==> src/rtl/spi_cfg_arbiter_if.sv <==
// Requester handshake and SPI pin bundle for the shared converter config bus.
interface spi_cfg_arbiter_if #(
    parameter int unsigned FRAME_W = 16
);
    // DAC config engine (requester 0)
    logic               req0;
    logic [FRAME_W-1:0] word0;
    logic               last0;
    logic               ack0;
    logic               done0;
    // ADC config engine (requester 1)
    logic               req1;
    logic [FRAME_W-1:0] word1;
    logic               last1;
    logic               ack1;
    logic               done1;
    // SPI pins and status
    logic               sclk;
    logic               sdio;
    logic               csb;
    logic               busy;
    logic               owner;

    // Requester side: drives requests, observes acks and the bus
    modport master (
        output req0, word0, last0, req1, word1, last1,
        input  ack0, done0, ack1, done1, sclk, sdio, csb, busy, owner
    );

    // Arbiter side
    modport slave (
        input  req0, word0, last0, req1, word1, last1,
        output ack0, done0, ack1, done1, sclk, sdio, csb, busy, owner
    );
endinterface

==> src/rtl/spi_cfg_arbiter.sv <==
// Shared 3-wire SPI master with DAC-before-ADC arbitration and burst locking.
module spi_cfg_arbiter #(
    parameter int unsigned FRAME_W = 16,
    parameter int unsigned DIV     = 512,
    parameter int unsigned GAP     = 4
) (
    input  logic             clk_i,
    input  logic             rst_ni,
    spi_cfg_arbiter_if.slave bus_if
);

    localparam int unsigned DIV_W   = (DIV > 1) ? $clog2(DIV) : 1;
    localparam int unsigned BIT_W   = $clog2(FRAME_W + 1);
    // The csb-rise/ack cycle always lives in GAP so a requester can react before IDLE.
    localparam int unsigned GAP_CYC = (GAP == 0) ? 1 : GAP * 2 * DIV;
    localparam int unsigned GAP_W   = (GAP_CYC > 1) ? $clog2(GAP_CYC) : 1;

    typedef enum logic [1:0] {
        ST_IDLE  = 2'd0,
        ST_SETUP = 2'd1,
        ST_SHIFT = 2'd2,
        ST_GAP   = 2'd3
    } state_e;

    state_e             state_q, state_d;
    logic [DIV_W-1:0]   div_q, div_d;
    logic [BIT_W-1:0]   bit_q, bit_d;
    logic               hi_q, hi_d;
    logic [GAP_W-1:0]   gap_q, gap_d;
    logic [FRAME_W-1:0] word_q, word_d;
    logic               last_q, last_d;
    logic               lock_q, lock_d;
    logic               owner_q, owner_d;

    logic               sclk_q, sclk_d;
    logic               sdio_q, sdio_d;
    logic               csb_q, csb_d;
    logic               busy_q, busy_d;
    logic               ack0_q, ack0_d;
    logic               ack1_q, ack1_d;
    logic               done0_q, done0_d;
    logic               done1_q, done1_d;

    logic               grant0_c, grant1_c;
    logic               div_end_c;
    logic               frame_end_c;
    logic [FRAME_W-1:0] shift_c;

    assign div_end_c = (div_q == DIV_W'(DIV - 1));

    // Arbitration: a locked burst keeps the bus; otherwise DAC first, ADC only after DAC init
    always_comb begin
        grant0_c = bus_if.req0 && (!lock_q || !owner_q);
        grant1_c = bus_if.req1 && !grant0_c && (lock_q ? owner_q : done0_q);
    end

    // State register
    always_ff @(posedge clk_i or negedge rst_ni) begin
        if (!rst_ni) begin
            state_q <= ST_IDLE;
        end else begin
            state_q <= state_d;
        end
    end

    // Next-state, frame timing counters and grant capture
    always_comb begin
        state_d     = state_q;
        div_d       = div_q;
        bit_d       = bit_q;
        hi_d        = hi_q;
        gap_d       = gap_q;
        word_d      = word_q;
        last_d      = last_q;
        lock_d      = lock_q;
        owner_d     = owner_q;
        frame_end_c = 1'b0;
        case (state_q)
            ST_IDLE: begin
                if (grant0_c || grant1_c) begin
                    state_d = ST_SETUP;
                    div_d   = '0;
                    bit_d   = '0;
                    hi_d    = 1'b0;
                    owner_d = grant1_c;
                    word_d  = grant1_c ? bus_if.word1 : bus_if.word0;
                    last_d  = grant1_c ? bus_if.last1 : bus_if.last0;
                end
            end
            ST_SETUP: begin
                if (div_end_c) begin
                    state_d = ST_SHIFT;
                    div_d   = '0;
                    hi_d    = 1'b1;
                end else begin
                    div_d = div_q + DIV_W'(1);
                end
            end
            ST_SHIFT: begin
                if (!div_end_c) begin
                    div_d = div_q + DIV_W'(1);
                end else begin
                    div_d = '0;
                    if (hi_q) begin
                        // falling edge: advance to the next data bit
                        hi_d  = 1'b0;
                        bit_d = bit_q + BIT_W'(1);
                    end else if (bit_q == BIT_W'(FRAME_W)) begin
                        frame_end_c = 1'b1;
                        state_d     = ST_GAP;
                        gap_d       = '0;
                        lock_d      = ~last_q;
                    end else begin
                        hi_d = 1'b1;
                    end
                end
            end
            ST_GAP: begin
                if (gap_q == GAP_W'(GAP_CYC - 1)) begin
                    state_d = ST_IDLE;
                end else begin
                    gap_d = gap_q + GAP_W'(1);
                end
            end
            default: begin
                state_d = ST_IDLE;
            end
        endcase
    end

    // Output decode from next state so every pin is a flop aligned with state_q
    always_comb begin
        sclk_d  = 1'b0;
        sdio_d  = 1'b0;
        csb_d   = 1'b1;
        shift_c = word_d << bit_d;
        busy_d  = (state_d != ST_IDLE);
        ack0_d  = frame_end_c && !owner_q;
        ack1_d  = frame_end_c && owner_q;
        done0_d = done0_q | (frame_end_c && last_q && !owner_q);
        done1_d = done1_q | (frame_end_c && last_q && owner_q);
        if ((state_d == ST_SETUP) || (state_d == ST_SHIFT)) begin
            csb_d  = 1'b0;
            sdio_d = shift_c[FRAME_W-1];
            sclk_d = (state_d == ST_SHIFT) && hi_d;
        end
    end

    // Datapath and output registers
    always_ff @(posedge clk_i or negedge rst_ni) begin
        if (!rst_ni) begin
            div_q   <= '0;
            bit_q   <= '0;
            hi_q    <= 1'b0;
            gap_q   <= '0;
            word_q  <= '0;
            last_q  <= 1'b0;
            lock_q  <= 1'b0;
            owner_q <= 1'b0;
            sclk_q  <= 1'b0;
            sdio_q  <= 1'b0;
            csb_q   <= 1'b1;
            busy_q  <= 1'b0;
            ack0_q  <= 1'b0;
            ack1_q  <= 1'b0;
            done0_q <= 1'b0;
            done1_q <= 1'b0;
        end else begin
            div_q   <= div_d;
            bit_q   <= bit_d;
            hi_q    <= hi_d;
            gap_q   <= gap_d;
            word_q  <= word_d;
            last_q  <= last_d;
            lock_q  <= lock_d;
            owner_q <= owner_d;
            sclk_q  <= sclk_d;
            sdio_q  <= sdio_d;
            csb_q   <= csb_d;
            busy_q  <= busy_d;
            ack0_q  <= ack0_d;
            ack1_q  <= ack1_d;
            done0_q <= done0_d;
            done1_q <= done1_d;
        end
    end

    assign bus_if.sclk  = sclk_q;
    assign bus_if.sdio  = sdio_q;
    assign bus_if.csb   = csb_q;
    assign bus_if.busy  = busy_q;
    assign bus_if.owner = owner_q;
    assign bus_if.ack0  = ack0_q;
    assign bus_if.ack1  = ack1_q;
    assign bus_if.done0 = done0_q;
    assign bus_if.done1 = done1_q;

endmodule

==> src/flat_wrapper.sv <==
// flat-port wrapper written by rule: the top's interface ports become plain ports
module spi_cfg_arbiter_flat 
#(
    parameter int unsigned FRAME_W = 16,
    parameter int unsigned DIV     = 512,
    parameter int unsigned GAP     = 4
)
  (clk_i, rst_ni, bus_if_req0, bus_if_word0, bus_if_last0, bus_if_req1, bus_if_word1, bus_if_last1, bus_if_ack0, bus_if_done0, bus_if_ack1, bus_if_done1, bus_if_sclk, bus_if_sdio, bus_if_csb, bus_if_busy, bus_if_owner);
  spi_cfg_arbiter_if #(.FRAME_W(FRAME_W)) bus_if_i ();
  input  logic clk_i;
  input  logic rst_ni;
  input wire logic [$bits(bus_if_i.req0)-1:0] bus_if_req0;
  input wire logic [$bits(bus_if_i.word0)-1:0] bus_if_word0;
  input wire logic [$bits(bus_if_i.last0)-1:0] bus_if_last0;
  input wire logic [$bits(bus_if_i.req1)-1:0] bus_if_req1;
  input wire logic [$bits(bus_if_i.word1)-1:0] bus_if_word1;
  input wire logic [$bits(bus_if_i.last1)-1:0] bus_if_last1;
  output wire logic [$bits(bus_if_i.ack0)-1:0] bus_if_ack0;
  output wire logic [$bits(bus_if_i.done0)-1:0] bus_if_done0;
  output wire logic [$bits(bus_if_i.ack1)-1:0] bus_if_ack1;
  output wire logic [$bits(bus_if_i.done1)-1:0] bus_if_done1;
  output wire logic [$bits(bus_if_i.sclk)-1:0] bus_if_sclk;
  output wire logic [$bits(bus_if_i.sdio)-1:0] bus_if_sdio;
  output wire logic [$bits(bus_if_i.csb)-1:0] bus_if_csb;
  output wire logic [$bits(bus_if_i.busy)-1:0] bus_if_busy;
  output wire logic [$bits(bus_if_i.owner)-1:0] bus_if_owner;
  assign bus_if_i.req0 = bus_if_req0;
  assign bus_if_i.word0 = bus_if_word0;
  assign bus_if_i.last0 = bus_if_last0;
  assign bus_if_i.req1 = bus_if_req1;
  assign bus_if_i.word1 = bus_if_word1;
  assign bus_if_i.last1 = bus_if_last1;
  assign bus_if_ack0 = bus_if_i.ack0;
  assign bus_if_done0 = bus_if_i.done0;
  assign bus_if_ack1 = bus_if_i.ack1;
  assign bus_if_done1 = bus_if_i.done1;
  assign bus_if_sclk = bus_if_i.sclk;
  assign bus_if_sdio = bus_if_i.sdio;
  assign bus_if_csb = bus_if_i.csb;
  assign bus_if_busy = bus_if_i.busy;
  assign bus_if_owner = bus_if_i.owner;
  spi_cfg_arbiter #(.FRAME_W(FRAME_W), .DIV(DIV), .GAP(GAP)) u_core (.clk_i(clk_i), .rst_ni(rst_ni), .bus_if(bus_if_i));
endmodule
==> config.mk <==
export PLATFORM = sky130hd
export DESIGN_NAME = spi_cfg_arbiter_flat
export DESIGN_NICKNAME = d
export VERILOG_FILES = /design/src/rtl/spi_cfg_arbiter_if.sv /design/src/rtl/spi_cfg_arbiter.sv /design/src/flat_wrapper.sv
export SDC_FILE = /design/constraint.sdc
export NUM_CORES = 1
export LEC_CHECK = 0
export ABC_AREA = 0
export BUFFER_PORTS_ARGS = -buffer_cell sky130_fd_sc_hd__buf_4
export CORE_MARGIN = 1.5
export CORE_UTILIZATION = 45
export CTS_CLUSTER_DIAMETER = 30
export DETAILED_ROUTE_END_ITERATION = 12
export PLACE_DENSITY = 0.66
export SYNTH_ARGS = -nofsm -noshare
export SYNTH_HDL_FRONTEND = slang
export SYNTH_SLANG_ARGS = --single-unit
==> constraint.sdc <==
create_clock -name clk_i -period 8.1 [get_ports clk_i]
set_input_delay 0.81 -clock clk_i [delete_from_list [all_inputs] [get_ports clk_i]]
set_output_delay 0.81 -clock clk_i [all_outputs]
set_load 0.02 [all_outputs]
==> summary.md <==
| Metric | Value |
|---|---|
| Hold Vio Cnt, Final | `0` |
| Worst vdd ir | `0.0692 mV` |
| Buffers on Ports | `46` |
| Grt ovf | `0` |
| Worst-path clk slew | `0.10 ns` |
| Area of the core | `6490 um^2` |
| Total Wirelength | `6.24 mm` |
| Initial Util | `0.475` |
| DR WL met3 | `191 um` |
| Clock sinks | `56` |
| Slowest stage delay, CP | `about 0.67 ns` |
| Post-synth cell types | `55` |
| Hold Startpoint | `u_core.bus_if.done1` |
| Initial drt markers | `151` |
| Worst flop-to-flop path endpoint | `u_core.bus_if.sdio` |
| Routed vias/inst | `5.52` |
| Crit. End Element | `flop` |
| Status | `finished, final reports clean` |
| H-tree depth | `2` |
| Cts bufs inserted | `5` |
| Post-DP HPWL | `4.53 mm` |
| Minimum clock period | `3.29 ns` |
| Remaining DRCs | `0` |
| CP max FO | `23` |
| Most frequent cells in the layout | `dfrtp_1 (55), buf_4 (47), nor2_1 (39), a21oi_1 (28), nand2_1 (22)` |
| Num ports | `47` |
| DR WL met2 | `3.02 mm` |
| Mapped Cells | `315` |
| Critical path depth | `9` |
| Switching Fraction | `0.205` |
| Non-filler cells in the finished layout | `about 440` |
| Final #Nets | `407` |
| Final Cycle Share | `0.406` |
| Number of flops mapped to enable cells by yosys | `0` |
| Critical path class | `reg -> reg` |
| Register-to-register setup slack | `4.81 ns` |
| Hold crit path type | `reg -> reg` |
| FFs w/ async S/R, synth | `1.00` |
| DRT met1 WL | `2.94 mm` |
| Largest net degree at the start of global routing | `57` |
| Worst path most repeated cell | `o2111ai_1` |
| Reg2Reg Launch Point | `u_core.state_q[0]` |
| Avg Inst Size Synth | `9.79 um^2` |
| Slowest CP cell | `ha_1` |
| Slew Viols, Final | `0` |
| Worst path required time | `8.35 ns` |
| Cell Chain, Critical Path | `inv_1, ha_1, o2111ai_1, buf_4, and2_1, mux2_1, o2111ai_1, o2111ai_1, a2bb2o_4` |
| Antenna violations before repair | `0` |
| Ys Warns | `0` |
| Top layer reached by signal wires | `met4` |
| Row cnt | `29` |
| Area of the die | `7360 um^2` |
| P&R area growth vs syn | `15.4%` |
| Die Height | `85.8 um` |
| Setup crit start | `u_core.state_q[0]` |
| Fmax | `304 MHz` |
| Sequential power share | `0.578` |
| Leakage | `1.79 nW` |
| Commonest non-fill, non-tap cell in the layout | `dfrtp_1` |
| Hold path cells | `1` |
| Clock group share of total power | `0.375` |
| Clock Tree Root | `clkbuf_8` |
| CTS tree | `done` |
| Seq cells post-synth | `56` |
| Share of cells above drive strength 1 | `0.184` |
| Average wire per standard cell | `14.3 um` |
| Vias in the first global route | `2345` |
| Post-Route Setup TNS | `0 ns` |
| Ant. Diodes | `0` |
| CP top delay family | `compound AO/OA/AOI/OAI gates` |
| Area of the mapped netlist | `3080 um^2` |
| Hold endpoint | `u_core.bus_if.done1` |
| Slew margin rel. | `0.490` |
| GPL Wtd Cong | `0.838` |
| Critical path buffers and inverters | `2` |
| Clk_lat worst skew | `just over 0.3 ns` |
| GRT Util Overall | `0.184` |
| Vias | `2407` |
| Switch Pwr | `0.0991 mW` |
| R2R depth | `9` |
| Worst Skew | `~0.0044 ns` |
| ANT nets after route | `0` |
| Cell area power density | `136 nW/um^2` |
| Setup bufs post-CTS | `0` |
| Sequential share of the synthesized area | `0.455` |
| Post-Place Cells | `428` |
| Synth Flop Type | `dfrtp_1` |
| Worst-case clock buffer depth | `2` |
| Combinational power share | `0.047` |
| Syn nets | `364` |
| Detailed Routing Iterations Pass 1 | `4` |
| Setup Viol. Count Final | `0` |
| Cell-internal power | `0.384 mW` |
| RSZ-0062 raised after global routing | `no` |
| Startpoint type of the worst setup path | `flop` |
| Crit path DAT | `3.54 ns` |
| Worst-margin pin slew | `0.765 ns` |
| Post-CTS Hold Fix Bufs | `0` |
| Max-Cap Viols | `0` |
| Global-route wire length before repair | `10.9 mm` |
| Resized Gates After CTS | `0` |
| Die Width | `85.8 um` |
## worst reg2reg max path, cell delays in order (launching register included)
cell and delay (ns):
dfrtp_1 0.42, inv_1 0.14, ha_1 0.67, o2111ai_1 0.20
buf_4 0.26, and2_1 0.43, mux2_1 0.45, o2111ai_1 0.21
o2111ai_1 0.22, a2bb2o_4 0.24
## power by group through the flow
stage | clock, mW | combinational [mW] | sequential [mW]
after floorplan | 0 | 0.00328 | 0.285
after global routing | 0.197 | 0.0260 | 0.279
after CTS | 0.188 | 0.0235 | 0.279
after global placement | 0 | 0.0229 | 0.285
after detailed placement | 0 | 0.0235 | 0.285
final | 0.181 | 0.0227 | 0.279
## area by class of cell
class | count | area, um^2
repair buffers | 47 | 353
fillers | 572 | 2940
clock buffers | 6 | 72.6
flip-flops and latches | 56 | 1400
multi-input cells | 227 | 1520
inverters | 21 | 81.3
clock inverters | 2 | 35.0
well taps | 77 | 96.3
## synth_stat cells (all sizes together) (2+ instances only)
library cell   n  area share
o21ai         15       0.026
buf            8       0.023
clkbuf         3      0.0037
o21a           2      0.0049
a211o          2      0.0057
a22o           3      0.0085
dfrtp         55        0.45
nor2b          3      0.0061
a21oi         28       0.045
a22oi          3      0.0073
nand2         23       0.029
or3            3      0.0061
ha            11       0.045
xnor2          7       0.020
a32o           2      0.0065
mux2i         13       0.042
xor2          10       0.028
nor3           2      0.0032
o2bb2ai        4       0.011
inv           21       0.026
nand4          7       0.014
and4           3      0.0085
nand3          8       0.013
a41oi          2      0.0057
and3           5       0.010
o2111ai        4       0.011
a211oi         5       0.014
nor2          39       0.047
a21o           2      0.0049
and2           3      0.0061
mux2           4       0.015
## sequential cells by signal (all words and copies together) (netlist names), 2 cells and up
| name | cells |
|---|---|
| u_core.word_q | 16 |
| u_core.gap_q | 12 |
| u_core.div_q | 9 |
| u_core.bit_q | 5 |
| u_core.state_q | 2 |
## metrics by stage
stage               power [mW]  hold WS (ns)  setup slack, ns   util  instance area (um^2)
detailed placement       0.308         0.458             4.83  0.531                  3450
finish                   0.483         0.483             4.81  0.548                  3560
global route             0.503         0.511             4.60  0.548                  3560
CTS                      0.491         0.491             4.80  0.548                  3560
floorplan                0.288         0.467             5.56      -                  3080
global placement         0.308         0.444             4.88  0.531                  3450
## how the worst max path moves through the flow
stage / to / slack (ns)
2_1_floorplan: u_core.bus_if.sdio / 5.56
3_3_place_gp: u_core.bus_if.sdio / 4.88
3_5_place_dp: u_core.bus_if.sdio / 4.83
4_1_cts: u_core.bus_if.sdio / 4.80
5_1_grt: u_core.bus_if.sdio / 4.60
6_report: u_core.bus_if.sdio / 4.81
## kinds of logic (layout without fill, tap and decap cells)
| logic type | count (synthesis) | in the layout | share of synthesized area |
|---|---|---|---|
| AO/OA/AOI/OAI | 80 | 80 | 0.178 |
| XOR/XNOR | 17 | 17 | 0.0483 |
| adder cells (fa/ha/maj) | 11 | 11 | 0.0446 |
| buffers and inverters | 32 | 76 | 0.0528 |
| flip-flops | 56 | 56 | 0.455 |
| multiplexers | 18 | 18 | 0.0641 |
| AND/OR/NAND/NOR | 101 | 101 | 0.157 |
## layer usage
metal,track usage,vias to the layer above
li1,-,1202
met1,0.239,1153
met2,0.314,46
met3,0.0337,6
met4,0.0557,0
met5,0,-
No activity file was read; power rests on OpenSTA's default activity.
